### src/rtl/toll_lane_controller.sv
// Single toll lane sequencer: vehicle detect -> card read -> charge -> gate/reject,
// with saturating plaza statistics. All outputs come straight from flops.
module toll_lane_controller #(
  parameter int FEE_BIKE     = 8,
  parameter int FEE_CAR      = 10,
  parameter int FEE_BUS      = 15,
  parameter int FEE_TRUCK    = 20,
  parameter int CARD_TIMEOUT = 32,
  parameter int GATE_MAX     = 64
) (
  input  logic        clk,
  input  logic        reset_n,
  input  logic        vehicle_detect,
  input  logic [1:0]  vehicle_type,
  input  logic        card_valid,
  input  logic [7:0]  card_balance,
  output logic        card_wr_en,
  output logic [7:0]  card_wr_balance,
  output logic        gate_open,
  output logic        reject,
  output logic        busy,
  output logic [15:0] vehicle_count,
  output logic [7:0]  reject_count,
  output logic [15:0] revenue
);

  typedef enum logic [2:0] {
    IDLE, WAIT_CARD, CHARGE, OPEN, HOLD, REJECT
  } state_t;

  state_t      state_q, state_d;
  logic [7:0]  fee_q, fee_d;
  logic [7:0]  bal_q, bal_d;
  logic [7:0]  timer_q, timer_d;
  logic        wr_en_q, wr_en_d;
  logic [7:0]  wr_bal_q, wr_bal_d;
  logic [15:0] vcnt_q, vcnt_d;
  logic [7:0]  rcnt_q, rcnt_d;
  logic [15:0] rev_q, rev_d;
  logic        gate_q, rej_q, busy_q;
  logic [16:0] rev_sum;

  function automatic logic [7:0] fee_of(input logic [1:0] t);
    case (t)
      2'b00:   fee_of = 8'(FEE_BIKE);
      2'b01:   fee_of = 8'(FEE_CAR);
      2'b10:   fee_of = 8'(FEE_BUS);
      default: fee_of = 8'(FEE_TRUCK);
    endcase
  endfunction

  assign rev_sum = {1'b0, rev_q} + {9'b0, fee_q};

  always_comb begin
    state_d  = state_q;
    fee_d    = fee_q;
    bal_d    = bal_q;
    timer_d  = timer_q;
    wr_en_d  = 1'b0;
    wr_bal_d = wr_bal_q;
    vcnt_d   = vcnt_q;
    rcnt_d   = rcnt_q;
    rev_d    = rev_q;
    case (state_q)
      IDLE: begin
        if (vehicle_detect) begin
          fee_d   = fee_of(vehicle_type);
          timer_d = '0;
          state_d = WAIT_CARD;
        end
      end
      WAIT_CARD: begin
        timer_d = timer_q + 8'd1;
        if (!vehicle_detect) begin
          state_d = IDLE;
        end else if (card_valid) begin
          bal_d   = card_balance;
          state_d = CHARGE;
        end else if (timer_q == 8'(CARD_TIMEOUT - 1)) begin
          state_d = REJECT;
          rcnt_d  = (rcnt_q == 8'hFF) ? rcnt_q : rcnt_q + 8'd1;
        end
      end
      CHARGE: begin
        if (bal_q >= fee_q) begin
          state_d  = OPEN;
          wr_en_d  = 1'b1;
          wr_bal_d = bal_q - fee_q;
          vcnt_d   = (vcnt_q == 16'hFFFF) ? vcnt_q : vcnt_q + 16'd1;
          rev_d    = rev_sum[16] ? 16'hFFFF : rev_sum[15:0];
          timer_d  = '0;
        end else begin
          state_d = REJECT;
          rcnt_d  = (rcnt_q == 8'hFF) ? rcnt_q : rcnt_q + 8'd1;
        end
      end
      OPEN: begin
        timer_d = timer_q + 8'd1;
        // Vehicle leaving beats the safety timeout when both land together.
        if (!vehicle_detect)                          state_d = IDLE;
        else if (timer_q == 8'(GATE_MAX - 1))         state_d = HOLD;
      end
      HOLD, REJECT: begin
        if (!vehicle_detect) state_d = IDLE;
      end
      default: state_d = IDLE;
    endcase
  end

  always_ff @(posedge clk or negedge reset_n) begin
    if (!reset_n) begin
      state_q  <= IDLE;
      fee_q    <= '0;
      bal_q    <= '0;
      timer_q  <= '0;
      wr_en_q  <= 1'b0;
      wr_bal_q <= '0;
      vcnt_q   <= '0;
      rcnt_q   <= '0;
      rev_q    <= '0;
      gate_q   <= 1'b0;
      rej_q    <= 1'b0;
      busy_q   <= 1'b0;
    end else begin
      state_q  <= state_d;
      fee_q    <= fee_d;
      bal_q    <= bal_d;
      timer_q  <= timer_d;
      wr_en_q  <= wr_en_d;
      wr_bal_q <= wr_bal_d;
      vcnt_q   <= vcnt_d;
      rcnt_q   <= rcnt_d;
      rev_q    <= rev_d;
      gate_q   <= (state_d == OPEN);
      rej_q    <= (state_d == REJECT);
      busy_q   <= (state_d != IDLE);
    end
  end

  assign card_wr_en      = wr_en_q;
  assign card_wr_balance = wr_bal_q;
  assign gate_open       = gate_q;
  assign reject          = rej_q;
  assign busy            = busy_q;
  assign vehicle_count   = vcnt_q;
  assign reject_count    = rcnt_q;
  assign revenue         = rev_q;

endmodule

### config.mk
export PLATFORM = sky130hd
export DESIGN_NAME = toll_lane_controller
export DESIGN_NICKNAME = d
export VERILOG_FILES = /design/src/rtl/toll_lane_controller.sv
export SDC_FILE = /design/constraint.sdc
export NUM_CORES = 1
export LEC_CHECK = 0
export BUFFER_PORTS_ARGS = -buffer_cell sky130_fd_sc_hd__buf_2
export CORE_AREA = 2 2 95 97
export CTS_CLUSTER_SIZE = 16
export DETAILED_ROUTE_END_ITERATION = 10
export DIE_AREA = 0 0 97 99
export HOLD_SLACK_MARGIN = 0.05
export PLACE_DENSITY_LB_ADDON = 0.12
export SLEW_MARGIN = 5
export SYNTH_ARGS = -nofsm -noshare
export SYNTH_HDL_FRONTEND = slang
export SYNTH_SLANG_ARGS = --single-unit
### constraint.sdc
create_clock -name clk -period 2.75 [get_ports clk]
set_clock_uncertainty 0.2 [all_clocks]
set_input_delay 0.55 -clock clk [delete_from_list [all_inputs] [get_ports clk]]
set_output_delay 0.55 -clock clk [all_outputs]
set_load 0.01 [all_outputs]
Yosys cells after proc, flatten, opt, wreduce, memory -nomap -nowiden
Index checks and enable logic that the tools add are counted.

word-level totals
  flip-flop bits (word level) = 79
  bits in latches = 0
  memory bits (writable) = 0
  ROM bits = 0
  input port bits = 14
  output and inout port bits = 52
  logic and storage cells = 73
  memories = 0

operators by class
  add/sub/neg operators = 5
  $mul = 0
  div/mod/pow operators = 0
  order comparisons = 1
  equality and inequality tests = 19
  shift operators = 0
  multiplexer cells = 22
  bitwise operators = 1
  reduce and logical (&&, ||, !) cells = 13

operator list
  cell                     number
  $mux W8                  7
  $mux W3                  8
  $pmux W8 S3              1
  $add A16 B8 Y17          1
  $add A16 B1 Y16 const B  1
  $add A8 B1 Y8 const B    2
  $eq A16 B16 Y1 const B   1
  $mux W16                 1
  $pmux W8 S2              1
  $pmux W3 S5              1
  $pmux W5 S3              1
  $ne A2 B2 Y1 const B     6
  $eq A3 B2 Y1 const B     3
  $eq A3 B3 Y1 const B     3
  $reduce_and A3 Y1        3
  $eq A8 B5 Y1 const B     1
  $eq A8 B6 Y1 const B     1
  $eq A8 B8 Y1 const B     1
  $ge A8 B8 Y1             1
  $sub A8 B8 Y8            1
  $reduce_bool A3 Y1       2
  $reduce_and A5 Y1        1
  $reduce_and A2 Y1        2
  $reduce_or A2 Y1         2
  8 further kinds          9

Longest topological paths before layout
  word-level depth = 6
  mapped depth = 10
  depth with buffers taken out = 9

Worst setup path before layout
Ideal clock, no wire load.

  kind = flip-flop to flip-flop
  from = reg fee_q[0]
  to = reg rev_q[9], in the netlist revenue[9]
  setup time = 0.125 ns
  arrival = 2.266 ns
  data required time = 2.425 ns
  path slack = 0.159 ns
  stages on the path, launching flop included = 9
  path buffers = 1
  clock period less this slack = 2.591 ns
  path through = dfrtp_1 > ha_1 > fa_1 > nand2b_1 > a21oi_1 > o21ai_2 > buf_6 > nor3_1 > mux2_2

between the ends
  cells in the longest elaborated chain, start to end = 2
  elaborated cells between the ends (all ways) = 4
  classes of those cells = add/sub (1); order compare (1); mux (1); reduce/logical (1)

RTL lines
  element                                                 line    source
  start: declaration                                      32      logic [7:0] fee_q, fee_d;
  start signal: assignment                                113     fee_q <= '0;
  start signal: assignment                                126     fee_q <= fee_d;
  $add A16 B8 Y17 / $ge A8 B8 Y1 (equally long branches)  52, 85
  $mux W16 / $reduce_and A2 Y1 (equally long branches)    --
  end signal: assignment                                  133     rev_q <= rev_d;
  end: declaration                                        39      logic [15:0] rev_q, rev_d;

Parallel ways exist; a longest one is shown, timed or not.
A chain may end at the register's enable or synchronous reset.

Final worst setup path
  from = reg fee_q[0]
  to = reg vcnt_q[1], in the netlist vehicle_count[1]

between the ends
  cells in the longest elaborated chain, start to end = 2

RTL lines
  element                      line  source
  $ge A8 B8 Y1                 85    if (bal_q >= fee_q) begin
  $reduce_and A3 Y1 (no line)  --
  end signal: assignment       131   vcnt_q <= vcnt_d;
  end: declaration             37    logic [15:0] vcnt_q, vcnt_d;

Every way passes these cells.

==> summary.md <==
| Metric | Value |
|---|---|
| Ratio of cells with drive above 1 in the final layout | 28.4% |
| Post-synthesis sequential area ratio | 46.5% |
| Pleak | 2.31 nW |
| # diodes | 0 |
| PD cells | 1020 mW/mm² |
| First-pass GRT wire length | 15000 µm |
| DR vias | 3188 |
| CTS max path bufs | 2 |
| Max Clk Rate | 381 MHz |
| Initial DRC Count | 94 |
| Hold path depth | 2 |
| Placed Area | 0.00461 mm² |
| Leading cell types in the layout, fill and taps excluded | dfrtp_1 (76), buf_2 (64), nand2_1 (40) |
| Number of I/O pins | 66 |
| Setup violations, final | 0 |
| Reg-to-reg endpoint | vehicle_count[1] |
| Worst-path cell chain | ha_1 -> fa_1 -> nand2b_1 -> a21oi_2 -> o21ai_4 -> buf_12 -> nor2_2 -> mux2_2 |
| Setup TNS | 0 ns |
| Final hold vios | 0 |
| Post-route cell area | 0.00486 mm² |
| Die height | 99 µm |
| TritonCTS clock tree | done |
| Async SR Flop Fraction | 100% |
| Pre-antenna DRT Iters | 4 |
| Ys Warns | 0 |
| WL final | 8690 µm |
| Largest stage delay, worst path | 0.41 ns |
| Pre-CTS setup slack | -0.00134 ns |
| Congestion Overflow GR | 0 |
| R2R depth | 8 |
| Hold_sp | card_balance[6] |
| Slew @ Worst Pin | 0.610 ns |
| Syn Inst Count | 391 |
| PnR Total Power | 4.94 mW |
| Relative slew slack | 59.0% |
| CP Max Fanout | 32 |
| End of the worst hold path | bal_q[6] |
| Gr usage total | 19.1% |
| Final min period | 2.62 ns |
| Crit end category | flop |
| EDFF count, synth | 0 |
| Post-Syn Area | 0.00409 mm² |
| H-tree Lvls | 3 |
| CTS Buf Count | 9 |
| FF+latch count, synth | 76 |
| Worst path arrival time | 2.66 ns |
| Status | complete, no violations |
| Commonest non-fill, non-tap cell in the layout | dfrtp_1 |
| Area of the core | 0.00855 mm² |
| Std cell rows | 34 |
| Hold Crit Class | input pin to flop |
| Setup WS post-layout | 0.128 ns |
| CP Launch Type | flop |
| WHS | 0.233 ns |
| Vias in the first global route | 3149 |
| Layout net count | 502 |
| Syn Nets | 422 |
| DIE WIDTH | 97 µm |
| Worst Path Required | 2.79 ns |
| Initial antenna violation count | 0 |
| Largest net degree at the start of global routing | 37 |
| Crit path buf inv count | 1 |
| Max Transition Viols Final | 0 |
| CTS Sinks | 76 |
| Placer Congestion | 0.836 |
| Post-CTS setup buffers | 0 |
| Area Growth Syn to Fin | 18.9% |
| Initial Utilization | 47.8% |
| Number of remaining DRC errors | 0 |
| VDD IR max | 697 µV |
| Port Buffer Count | 65 |
| WL/cell | 14.9 µm |
| Synth Flop Type | dfrtp_1 |
| Distinct cells, synth | 55 |
| Final Cycle Share | 95.3% |
| Clock transition at the registers of the reported paths | 0.08 ns |
| Crit Path Class | flop to flop |
| Family with the most delay on the worst path | adder cells |
| Clock network latency to the later pin of the worst-skew pair | 0.34 ns |
| RSZ-0062 raised after global routing | false |
| Maximum capacitance violations | 0 |
| Antenna Violating Nets Remaining | 0 |
| RR Startpoint | fee_q[0] |
| Critical-path top delay cell | dfrtp_1 |
| Mean Syn Cell Area | 10.5 µm² |
| Via density | 5.47 |
| Root Driver | clkbuf_8 |
| Die area | 0.00960 mm² |
| FF-to-FF setup slack | 0.13 ns |
| Post-DP HPWL | 6400 µm |
## synthesized netlist by cell type (2+ instances only)
cell,instances,area share (%)
a21o_1,6,1.1
xnor2_1,11,2.4
xor2_1,14,3.0
o21ai_0,21,2.6
a211oi_1,3,0.55
o221ai_1,2,0.43
nor2_1,25,2.3
clkbuf_1,2,0.18
buf_6,3,0.83
a31oi_1,10,1.5
or3_1,4,0.61
o21a_1,2,0.37
a21oi_1,7,0.86
buf_2,4,0.49
ha_1,15,4.6
nor4_2,3,0.92
mux2_2,23,6.3
nor2b_1,2,0.31
nor3b_1,3,0.55
nand4_1,9,1.4
o211ai_1,4,0.73
nor4_4,3,1.6
nand2_1,40,3.7
and3_1,4,0.61
inv_1,17,1.6
a22o_1,3,0.64
nand3_1,20,2.4
dfrtp_1,76,46
nand2b_1,10,1.5
nor4_1,4,0.61
nor3_1,16,2.0
fa_1,2,0.98
## stage by stage
step,std cells,util [%]
5_1_grt,583,56.9
3_5_place_dp,567,54.0
6_report,583,56.9
3_3_place_gp,567,54.0
2_1_floorplan,391,-
4_1_cts,583,56.7
## cell families after synthesis
logic type                 synth area share [%]
and+or+nand+nor                            20.6
DFF                                        46.5
AOI/OAI and AO/OA                          11.9
buffers and inverters                      3.33
xor gates and xnor gates                   5.35
muxes                                      6.70
adders and majority gates                  5.57
## registers in the layout, summed over array words and instances (netlist names)
name / count
revenue: 16
fee_q: 5
card_wr_balance: 8
state_q: 3
reject_count: 8
busy: 1
bal_q: 8
reject: 1
timer_q: 8
vehicle_count: 16
card_wr_en: 1
gate_open: 1
## layer usage
layer	up-vias	share of wire [%]	track usage (%)	wire length [µm]
li1	1574	-	-	-
met1	1546	47	25.8	4090
met2	57	49	31.0	4230
met3	11	3.1	3.69	266
met4	0	1.3	6.39	110
met5	-	0	0	0
## worst max path at each step
stage | from | end | cells after the start
4_1_cts | fee_q[0] | vehicle_count[1] | 8
3_3_place_gp | fee_q[0] | vehicle_count[1] | 8
3_5_place_dp | fee_q[0] | vehicle_count[1] | 8
5_1_grt | fee_q[0] | revenue[11] | 7
2_1_floorplan | fee_q[0] | revenue[9] | 8
6_report | fee_q[0] | vehicle_count[1] | 8
## power by group
| part | internal [mW] | switching, mW | total [mW] | leakage [nW] |
|---|---|---|---|---|
| registers | 1.44 | 0.319 | 1.75 | 0.985 |
| logic | 0.982 | 1.24 | 2.22 | 1.22 |
| clock network | 0.555 | 0.415 | 0.970 | 0.111 |
## cell type report
| class | count | area (µm²) |
|---|---|---|
| fillers | 749 | 3690 |
| multi-input cells | 287 | 2080 |
| flip-flops and latches | 76 | 1900 |
| repair buffers | 79 | 460 |
| clock buffers | 11 | 151 |
| well taps | 108 | 135 |
| clock inverters | 4 | 72.6 |
| inverters | 18 | 67.6 |
## timing repair
item                       CTS  global route
hold buffers                 1             0
resized for setup            0             4
hold endpoints to repair    34             0
setup endpoints to repair    0            10
(Power assumes the default switching activity.)
